[config.mk]
export PLATFORM = sky130hd
export DESIGN_NAME = store_buffer
export DESIGN_NICKNAME = d
export VERILOG_FILES = /design/src/rtl/store_buffer.sv
export SDC_FILE = /design/constraint.sdc
export NUM_CORES = 1
export LEC_CHECK = 0
export CORE_ASPECT_RATIO = 0.9
export CORE_MARGIN = 3
export CORE_UTILIZATION = 56
export DETAILED_ROUTE_END_ITERATION = 10
export PLACE_DENSITY = 0.81
export SLEW_MARGIN = 15
export SYNTH_ARGS = -nofsm -noshare
export SYNTH_HDL_FRONTEND = slang
export SYNTH_SLANG_ARGS = --single-unit
[constraint.sdc]
create_clock -name i_clk -period 5.1 [get_ports i_clk]
set_input_delay 1.02 -clock i_clk [delete_from_list [all_inputs] [get_ports i_clk]]
set_output_delay 1.02 -clock i_clk [all_outputs]
set_load 0.01 [all_outputs]
[src/rtl/store_buffer.sv]
// FIFO store buffer between EX/MEM and data memory. Loads own the memory port first; queued
// stores drain one per cycle otherwise. Stalls on full, load-after-store word hit, and fence.
module store_buffer #(
  parameter int unsigned DEPTH   = 4,
  parameter int unsigned PTR_W   = 2,
  parameter int unsigned WORD_AW = 8
) (
  input  logic             i_clk,
  input  logic             i_rst_n,
  input  logic             i_st_valid,
  input  logic             i_ld_valid,
  input  logic             i_fence,
  input  logic [31:0]      i_addr,
  input  logic [2:0]       i_rw_type,
  input  logic [31:0]      i_wdata,
  output logic             o_stall,
  output logic             o_mem_w_en,
  output logic             o_mem_r_en,
  output logic [31:0]      o_mem_addr,
  output logic [2:0]       o_mem_rw_type,
  output logic [31:0]      o_mem_din,
  output logic             o_sb_empty,
  output logic             o_sb_full,
  output logic [PTR_W:0]   o_sb_count
);

  typedef enum logic {StRun, StFence} state_e;

  state_e             r_state;
  logic [31:0]        r_addr [DEPTH];
  logic [1:0]         r_type [DEPTH];
  logic [31:0]        r_data [DEPTH];
  logic [PTR_W-1:0]   r_wr_ptr;
  logic [PTR_W-1:0]   r_rd_ptr;
  logic [PTR_W:0]     r_count;

  logic               w_empty;
  logic               w_full;
  logic               w_hit;
  logic               w_load_go;
  logic               w_pop;
  logic               w_push;
  logic               w_stall;
  logic [PTR_W:0]     w_count_nxt;

  assign w_empty = (r_count == '0);
  assign w_full  = (r_count == (PTR_W+1)'(DEPTH));

  // An entry is live when its distance from the head is below the count.
  always_comb begin : hit_scan
    logic [PTR_W-1:0] off;
    off   = '0;
    w_hit = 1'b0;
    for (int i = 0; i < int'(DEPTH); i++) begin
      off = PTR_W'(i) - r_rd_ptr;
      if (({1'b0, off} < r_count) &&
          (r_addr[i][WORD_AW+1:2] == i_addr[WORD_AW+1:2])) begin
        w_hit = 1'b1;
      end
    end
  end

  assign w_stall     = (i_st_valid & w_full) | (i_ld_valid & w_hit) |
                       (r_state == StFence) | (i_fence & ~w_empty);
  assign w_load_go   = i_rst_n & i_ld_valid & ~w_hit & (r_state == StRun);
  assign w_pop       = i_rst_n & ~w_load_go & ~w_empty;
  assign w_push      = i_rst_n & i_st_valid & ~w_stall;
  assign w_count_nxt = r_count + (PTR_W+1)'(w_push) - (PTR_W+1)'(w_pop);

  always_ff @(posedge i_clk) begin
    if (!i_rst_n) begin
      r_state  <= StRun;
      r_wr_ptr <= '0;
      r_rd_ptr <= '0;
      r_count  <= '0;
    end else begin
      if (w_push) r_wr_ptr <= r_wr_ptr + 1'b1;
      if (w_pop)  r_rd_ptr <= r_rd_ptr + 1'b1;
      r_count <= w_count_nxt;
      // Leaving fence is tied to the buffer running dry, including a fence that empties it at once.
      if (w_count_nxt == '0) begin
        r_state <= StRun;
      end else if ((r_state == StRun) && i_fence && !w_empty) begin
        r_state <= StFence;
      end
    end
  end

  always_ff @(posedge i_clk) begin
    if (w_push) begin
      r_addr[r_wr_ptr] <= i_addr;
      r_type[r_wr_ptr] <= i_rw_type[1:0];
      r_data[r_wr_ptr] <= i_wdata;
    end
  end

  always_comb begin
    o_mem_w_en    = 1'b0;
    o_mem_r_en    = 1'b0;
    o_mem_addr    = '0;
    o_mem_rw_type = '0;
    o_mem_din     = '0;
    if (w_load_go) begin
      o_mem_r_en    = 1'b1;
      o_mem_addr    = i_addr;
      o_mem_rw_type = i_rw_type;
    end else if (w_pop) begin
      o_mem_w_en    = 1'b1;
      o_mem_addr    = r_addr[r_rd_ptr];
      o_mem_rw_type = {1'b0, r_type[r_rd_ptr]};
      o_mem_din     = r_data[r_rd_ptr];
    end
  end

  assign o_stall    = i_rst_n & w_stall;
  assign o_sb_empty = ~i_rst_n | w_empty;
  assign o_sb_full  = i_rst_n & w_full;
  assign o_sb_count = i_rst_n ? r_count : '0;

endmodule
== Word level (Yosys, flattened, before mapping) ==
Memory sizes are Yosys's and may differ from the RTL's. A register that Yosys moved wholly into a read port is not among the register bits.
Index checks and enable logic that the tools add are counted.
Cells by class
  magnitude comparators: 4
  add/subtract/negate cells: 8
  muxes and demuxes: 22
  bitwise operators: 22
  equal/unequal tests: 5
  reductions and logical operators: 10
Operator list (count)
  $mux W32: 4
  $eq A8 B8 Y1: 4
  $mux W2: 7
  $and A1 B1 Y1: 12
  $lt A2 B3 Y1: 4
  $mux W1: 9
  $logic_and A1 B1 Y1: 6
  $logic_not A3 Y1: 2
  $mux W3: 2
  $not A1 Y1: 6
  $add A2 B1 Y2 const B: 2
  $or A1 B1 Y1: 4
  $sub A1 B2 Y2 const A: 2
  $sub A2 B2 Y2 const A: 2
  $add A3 B1 Y3: 1
  $eq A3 B3 Y1 const B: 1
  $sub A3 B1 Y3: 1
  $reduce_or A2 Y1: 1
  $logic_not A1 Y1: 1
Word-level totals
  bits of input ports: 72
  flip-flop bits (word level): 8
  memories kept: 3
  RAM bits: 264
  output and inout port bits: 75
Memory list
  r_addr: words 4, width 32, rd ports 5, clocked after memory_dff 1, wr ports 1, RTL line 30  | logic [31:0] r_addr [DEPTH];
  r_data: words 4, width 32, rd ports 1, clocked after memory_dff 1, wr ports 1, RTL line 32  | logic [31:0] r_data [DEPTH];
  r_type: words 4, width 2, rd ports 1, clocked after memory_dff 1, wr ports 1, RTL line 31  | logic [1:0] r_type [DEPTH];

== Logic depth before layout (Yosys ltp) ==
  word-level depth: 17
  mapped depth: 18
  mapped depth without buffers: 16

== Worst setup path before layout ==
No wires, ideal clock.
  kind: input port to flip-flop
  start: input port i_addr[4]
  end: memory r_addr[0][0], enable pin
  library setup time: 0.431 ns
  buffers on the path: 1
  path slack: 0.945 ns
  required time: 4.669 ns
  cell stages on the path: 7
  arrival time: 3.724 ns
  cells stage by stage: buf_2 > xor2_1 > nor4_2 > o211ai_2 > a41oi_2 > nor4_2 > and2_1
Between the ends
  cells in the longest elaborated chain, start to end: 14
  elaborated cells between the ends (all ways): 20
  those cells by class: 4 x eq/ne; 6 x mux; 6 x bitwise; 4 x reduce/logical
Ends and longest elaborated chain
  from (decl): RTL line 13  | input logic [31:0] i_addr,
  $eq A8 B8 Y1: RTL line 57  | (r_addr[i][WORD_AW+1:2] == i_addr[WORD_AW+1:2])) begin
  $logic_and A1 B1 Y1: RTL line 56  | if (({1'b0, off} < r_count) &&
  $mux W1 (3 in series): RTL line 56
  $mux W1 (*): RTL line 56
  $and A1 B1 Y1 (*): RTL line 63  | assign w_stall = (i_st_valid & w_full) | (i_ld_valid & w_hit) |
  $or A1 B1 Y1 (*) (2 in series): RTL line 63
  $or A1 B1 Y1 (*): RTL line 64  | (r_state == StFence) | (i_fence & ~w_empty);
  $not A1 Y1 (*): RTL line 67  | assign w_push = i_rst_n & i_st_valid & ~w_stall;
  $and A1 B1 Y1 (*): RTL line 67
  $mux W1 (*): RTL line 90  | if (w_push) begin
  $mux W1 (implied by the code) (*): RTL line 91  | r_addr[r_wr_ptr] <= i_addr;
  to (decl): RTL line 30
Every way passes the cells marked *; elsewhere a longest branch is shown, timed or not.

== Final worst setup path ==
  start: input port i_addr[8]
  end: output port o_mem_din[19]
Between the ends
  cells in the longest elaborated chain, start to end: 14
  elaborated cells between the ends (all ways): 20
  those cells by class: 4 x eq/ne; 6 x mux; 6 x bitwise; 4 x reduce/logical
Ends and longest elaborated chain
  $eq A8 B8 Y1: RTL line 57
  $logic_and A1 B1 Y1: RTL line 56
  $mux W1 (3 in series): RTL line 56
  $mux W1 (*): RTL line 56
  $not A1 Y1 (*): RTL line 65  | assign w_load_go = i_rst_n & i_ld_valid & ~w_hit & (r_state == StRun);
  $and A1 B1 Y1 (*) (2 in series): RTL line 65
  $not A1 Y1: RTL line 66  | assign w_pop = i_rst_n & ~w_load_go & ~w_empty;
  $and A1 B1 Y1 (2 in series): RTL line 66
  $mux W32: RTL line 107  | end else if (w_pop) begin
  $mux W32 (*): RTL line 103  | if (w_load_go) begin
  to (decl): RTL line 21  | output logic [31:0] o_mem_din,
Marked as above.

==> flow_results.org <==
** Status
- Result of the run :: complete, no violations

** Timing
- The max-slew violation count is 0.
- Max Fclk :: a little over 200 MHz
- Final setup violation count :: 0
- Adding up every negative setup slack in the final design gives 0 ns.
- Final Critical Period :: 4.86 ns
- Slew at the pin closest to its max-slew limit :: 1.00 ns
- Hold timing on the final database bottoms out at a slack of around 0.53 ns.
- Slew HR :: 33.2%
- RSZ-0062 raised after global routing :: false
- The final-report hold violation count came to 0.
- For the final database, setup skew stands at 0.0141 ns.
- Of the available clock period, the critical path in the final layout requires a little over nine tenths.

** Yosys
- Dominant combinational cell family by area after synthesis :: multiplexers
- Synthesized netlist net count :: 689
- Area fraction in and, or, nand and nor cells after synthesis :: between 6 and 7%
- Counting flops with a built-in enable in the synthesized netlist gives 264.
- For this run, the number of Yosys warnings is 0.
- Summing the areas of all compound-gate instances in the mapped netlist gives 1.42% of the synthesized area.
- Count of mapped cells out of synthesis :: between 600 and 700
- sky130_fd_sc_hd__edfxtp_1 takes more of the synthesized area than any other cell.
- Among all flip-flop cells after synthesis, the most frequent one is sky130_fd_sc_hd__edfxtp_1.
- Count of state elements after synthesis :: 274
- Summing every instance area after synthesis gives 11,800 um2.
- Sorting the synthesized cells by how often they occur yields sky130_fd_sc_hd__edfxtp_1, sky130_fd_sc_hd__mux4_2, sky130_fd_sc_hd__nor2b_1.
- Of the post-synthesis cell area, the part taken by muxes is 16.9%.
- Summing the areas of all fa, ha and maj instances in the mapped netlist gives under 10% of the synthesized area.
- Post-synthesis cell type count :: 40
- Post-synthesis share of cell area spent on xor and xnor gates :: under 10%
- Fraction of the yosys area taken by sequential cells :: 69.0%
- Leading post-synthesis cells by cell area :: sky130_fd_sc_hd__edfxtp_1, sky130_fd_sc_hd__mux4_2, sky130_fd_sc_hd__mux2_4
- Most used standard cell by instance count after synthesis :: sky130_fd_sc_hd__edfxtp_1
- Ys async rst share :: 0%
- A synthesized cell averages ~19 um2.
- The top cell type by area accounts for 67.3% of the synthesized area.

** Floorplanning
- Number of placement rows :: 49
- ~150 I/O pins were placed.
- Initial cell density of the core :: 58.0%
- The die covers 22,800 um2.
- The floorplan step set the die height to 144 um.
- The total area inside the core boundary comes to 20,300 um2.
- From left edge to right edge, the die measures 159 um.

** Detailed routing
- Total number of vias :: 6,128
- For this run, design rule violations remaining after detail routing come to 0.
- In this run, the number of DRC markers left after iteration 0 of detailed routing was roughly 560.
- Number of nets with antenna violations after routing :: 0
- The routed design has 24.1 mm of wire.
- Average via count per standard cell :: 5.79
- Dividing the detail-routed wire length by the instance count gives 22.7 um.
- The first detailed-routing pass took 5 iterations.

** GRT
- Largest net degree at the start of global routing :: 67
- In the global route stage, met1 resource usage came out at 29.5%.
- Global-route wire length before repair :: 38.0 mm
- Met3 global-route usage :: under 10%
- Total track usage :: 21.5%
- Global routing consumed, on the met2 layer, 36.2% of the routing resources.
- The via count of the first global-routing pass is 6,559.
- GRT busiest layer :: met2
- GRT overflow :: 0
- The initial antenna violation count was 0.

** Setup path
- Worst endpoint data arrival time :: about 3.8 ns
- Kind of start point of the critical path :: input pin
- STA classifies the critical path endpoint as an output port.
- In this run the worst path has a maximum fanout of 34.
- For the worst setup path, the data required time is 4.08 ns.
- The critical path in this run is classified as in -> out.

** Clock network
- Post-CTS sizing :: 0
- The cell sitting at the root of the clock tree is a sky130_fd_sc_hd__clkbuf_16.
- Count of hold buffers inserted by post-cts repair :: 0
- The tree built by TritonCTS fans out to between 200 and 300 sinks.
- H-tree depth :: 1
- Post-CTS setup buffer count :: 0
- Buffers inserted during clock tree synthesis total 26.
- CTS clock-pin slew for the worst setup and hold paths :: 0.06 ns
- Worst-skew pair later-pin latency :: 0.53 ns
- Clock Tree Buf Depth :: 3
- Clock tree from TritonCTS :: yes

** Power
- Peak supply drop :: roughly 370 uV
- Overall power :: a little under 7 mW
- In this run the static leakage power is 4.70 nW.
- Dividing total power by cell area gives a power density of approximately 480 nW/um2.

** Finish
- Number of inserted diodes :: 0
- In the final design database the tool counted 841 nets.
- Syn-to-layout area delta :: 22.3%
- The post-route netlist has 22.5% of its cells at a drive strength greater than 1.

** Min path
- Worst min path class :: reg -> reg

** Place
- Half-perimeter wire length after placement :: 14.7 mm
- Number of port buffers :: 146
- At the end of routability-driven placement, the weighted congestion stood at 0.850.

** Job
- Across the run, the number of max-cap violations was 0.
## worst paths after layout
path	slack (ns)	depth (start not counted)	end	startpoint
worst max-delay path	0.24	9	o_mem_din[19]	i_addr[8]
worst min-delay path	0.53	2	r_wr_ptr[1]	r_wr_ptr[1]
worst max register to register	1.23	16	r_state	r_count[1]
worst min register to register	0.53	2	r_wr_ptr[1]	r_wr_ptr[1]
## stage by stage
step	instance area, um2	instances	setup WS, ns	utilization (%)
2_1_floorplan	11800	606	0.945	-
3_3_place_gp	13600	1010	0.392	66.9
3_5_place_dp	13600	1010	0.290	66.9
4_1_cts	14400	1058	0.251	71.0
5_1_grt	14400	1058	0.0823	71.0
6_report	14400	1058	0.244	71.0
## flip-flops by register name, indices dropped and copies added, names as in the netlist, named ones only
signal    count
r_rd_ptr      2
r_data      128
r_count       3
r_wr_ptr      2
r_addr      128
r_type        8
r_state       1
## kinds of logic (layout without fill, tap and decap cells)
family	count (synthesis)	in the layout
multiplexers	102	102
XOR/XNOR	35	35
buffers and inverters	51	223
adder cells (fa/ha/maj)	11	11
flip-flops	274	274
AO/OA/AOI/OAI	21	21
AND/OR/NAND/NOR	112	112
## metal layers
metal / vias up / share of wire, % / routed length [um]
met2: 254 / 49 / 11800
met4: 0 / 2.1 / 495
met3: 44 / 7.7 / 1860
met1: 3140 / 41 / 9890
met5: - / 0 / 0
li1: 2690 / - / -
## area by class of cell
type	count	area [um2]
fill	1223	5890
tap	280	350
timing repair buffer	160	1650
multi-input combinational	281	3380
inverter	15	56.3
sequential	274	8140
clock buffer	33	677
clock inverter	15	156
## cell usage in the layout, fill, tap and decap left out, types with 8 or more instances in the layout
cell,count
sky130_fd_sc_hd__mux2_4,28
sky130_fd_sc_hd__nor2b_1,62
sky130_fd_sc_hd__mux4_2,66
sky130_fd_sc_hd__dfxtp_1,8
sky130_fd_sc_hd__clkbuf_16,26
sky130_fd_sc_hd__edfxtp_1,264
sky130_fd_sc_hd__clkdlybuf4s50_1,146
sky130_fd_sc_hd__nor2_1,10
sky130_fd_sc_hd__xor2_1,33
sky130_fd_sc_hd__ha_1,10
sky130_fd_sc_hd__inv_1,15
## critical path, stage by stage
cell,delay [ns]
sky130_fd_sc_hd__clkdlybuf4s50_1,0.62
sky130_fd_sc_hd__xor2_1,0.27
sky130_fd_sc_hd__nor4_2,0.38
sky130_fd_sc_hd__o211ai_2,0.21
sky130_fd_sc_hd__nand4_4,0.21
sky130_fd_sc_hd__o21bai_2,0.12
sky130_fd_sc_hd__buf_12,0.18
sky130_fd_sc_hd__nor2b_1,0.20
sky130_fd_sc_hd__clkdlybuf4s50_1,0.58
## where the power goes
part           internal, mW  leakage, nW  switching [mW]
clock                  1.09        0.412           0.786
combinational          1.22         1.82           0.924
sequential             2.69         2.47           0.196
(Power assumes the default switching activity.)
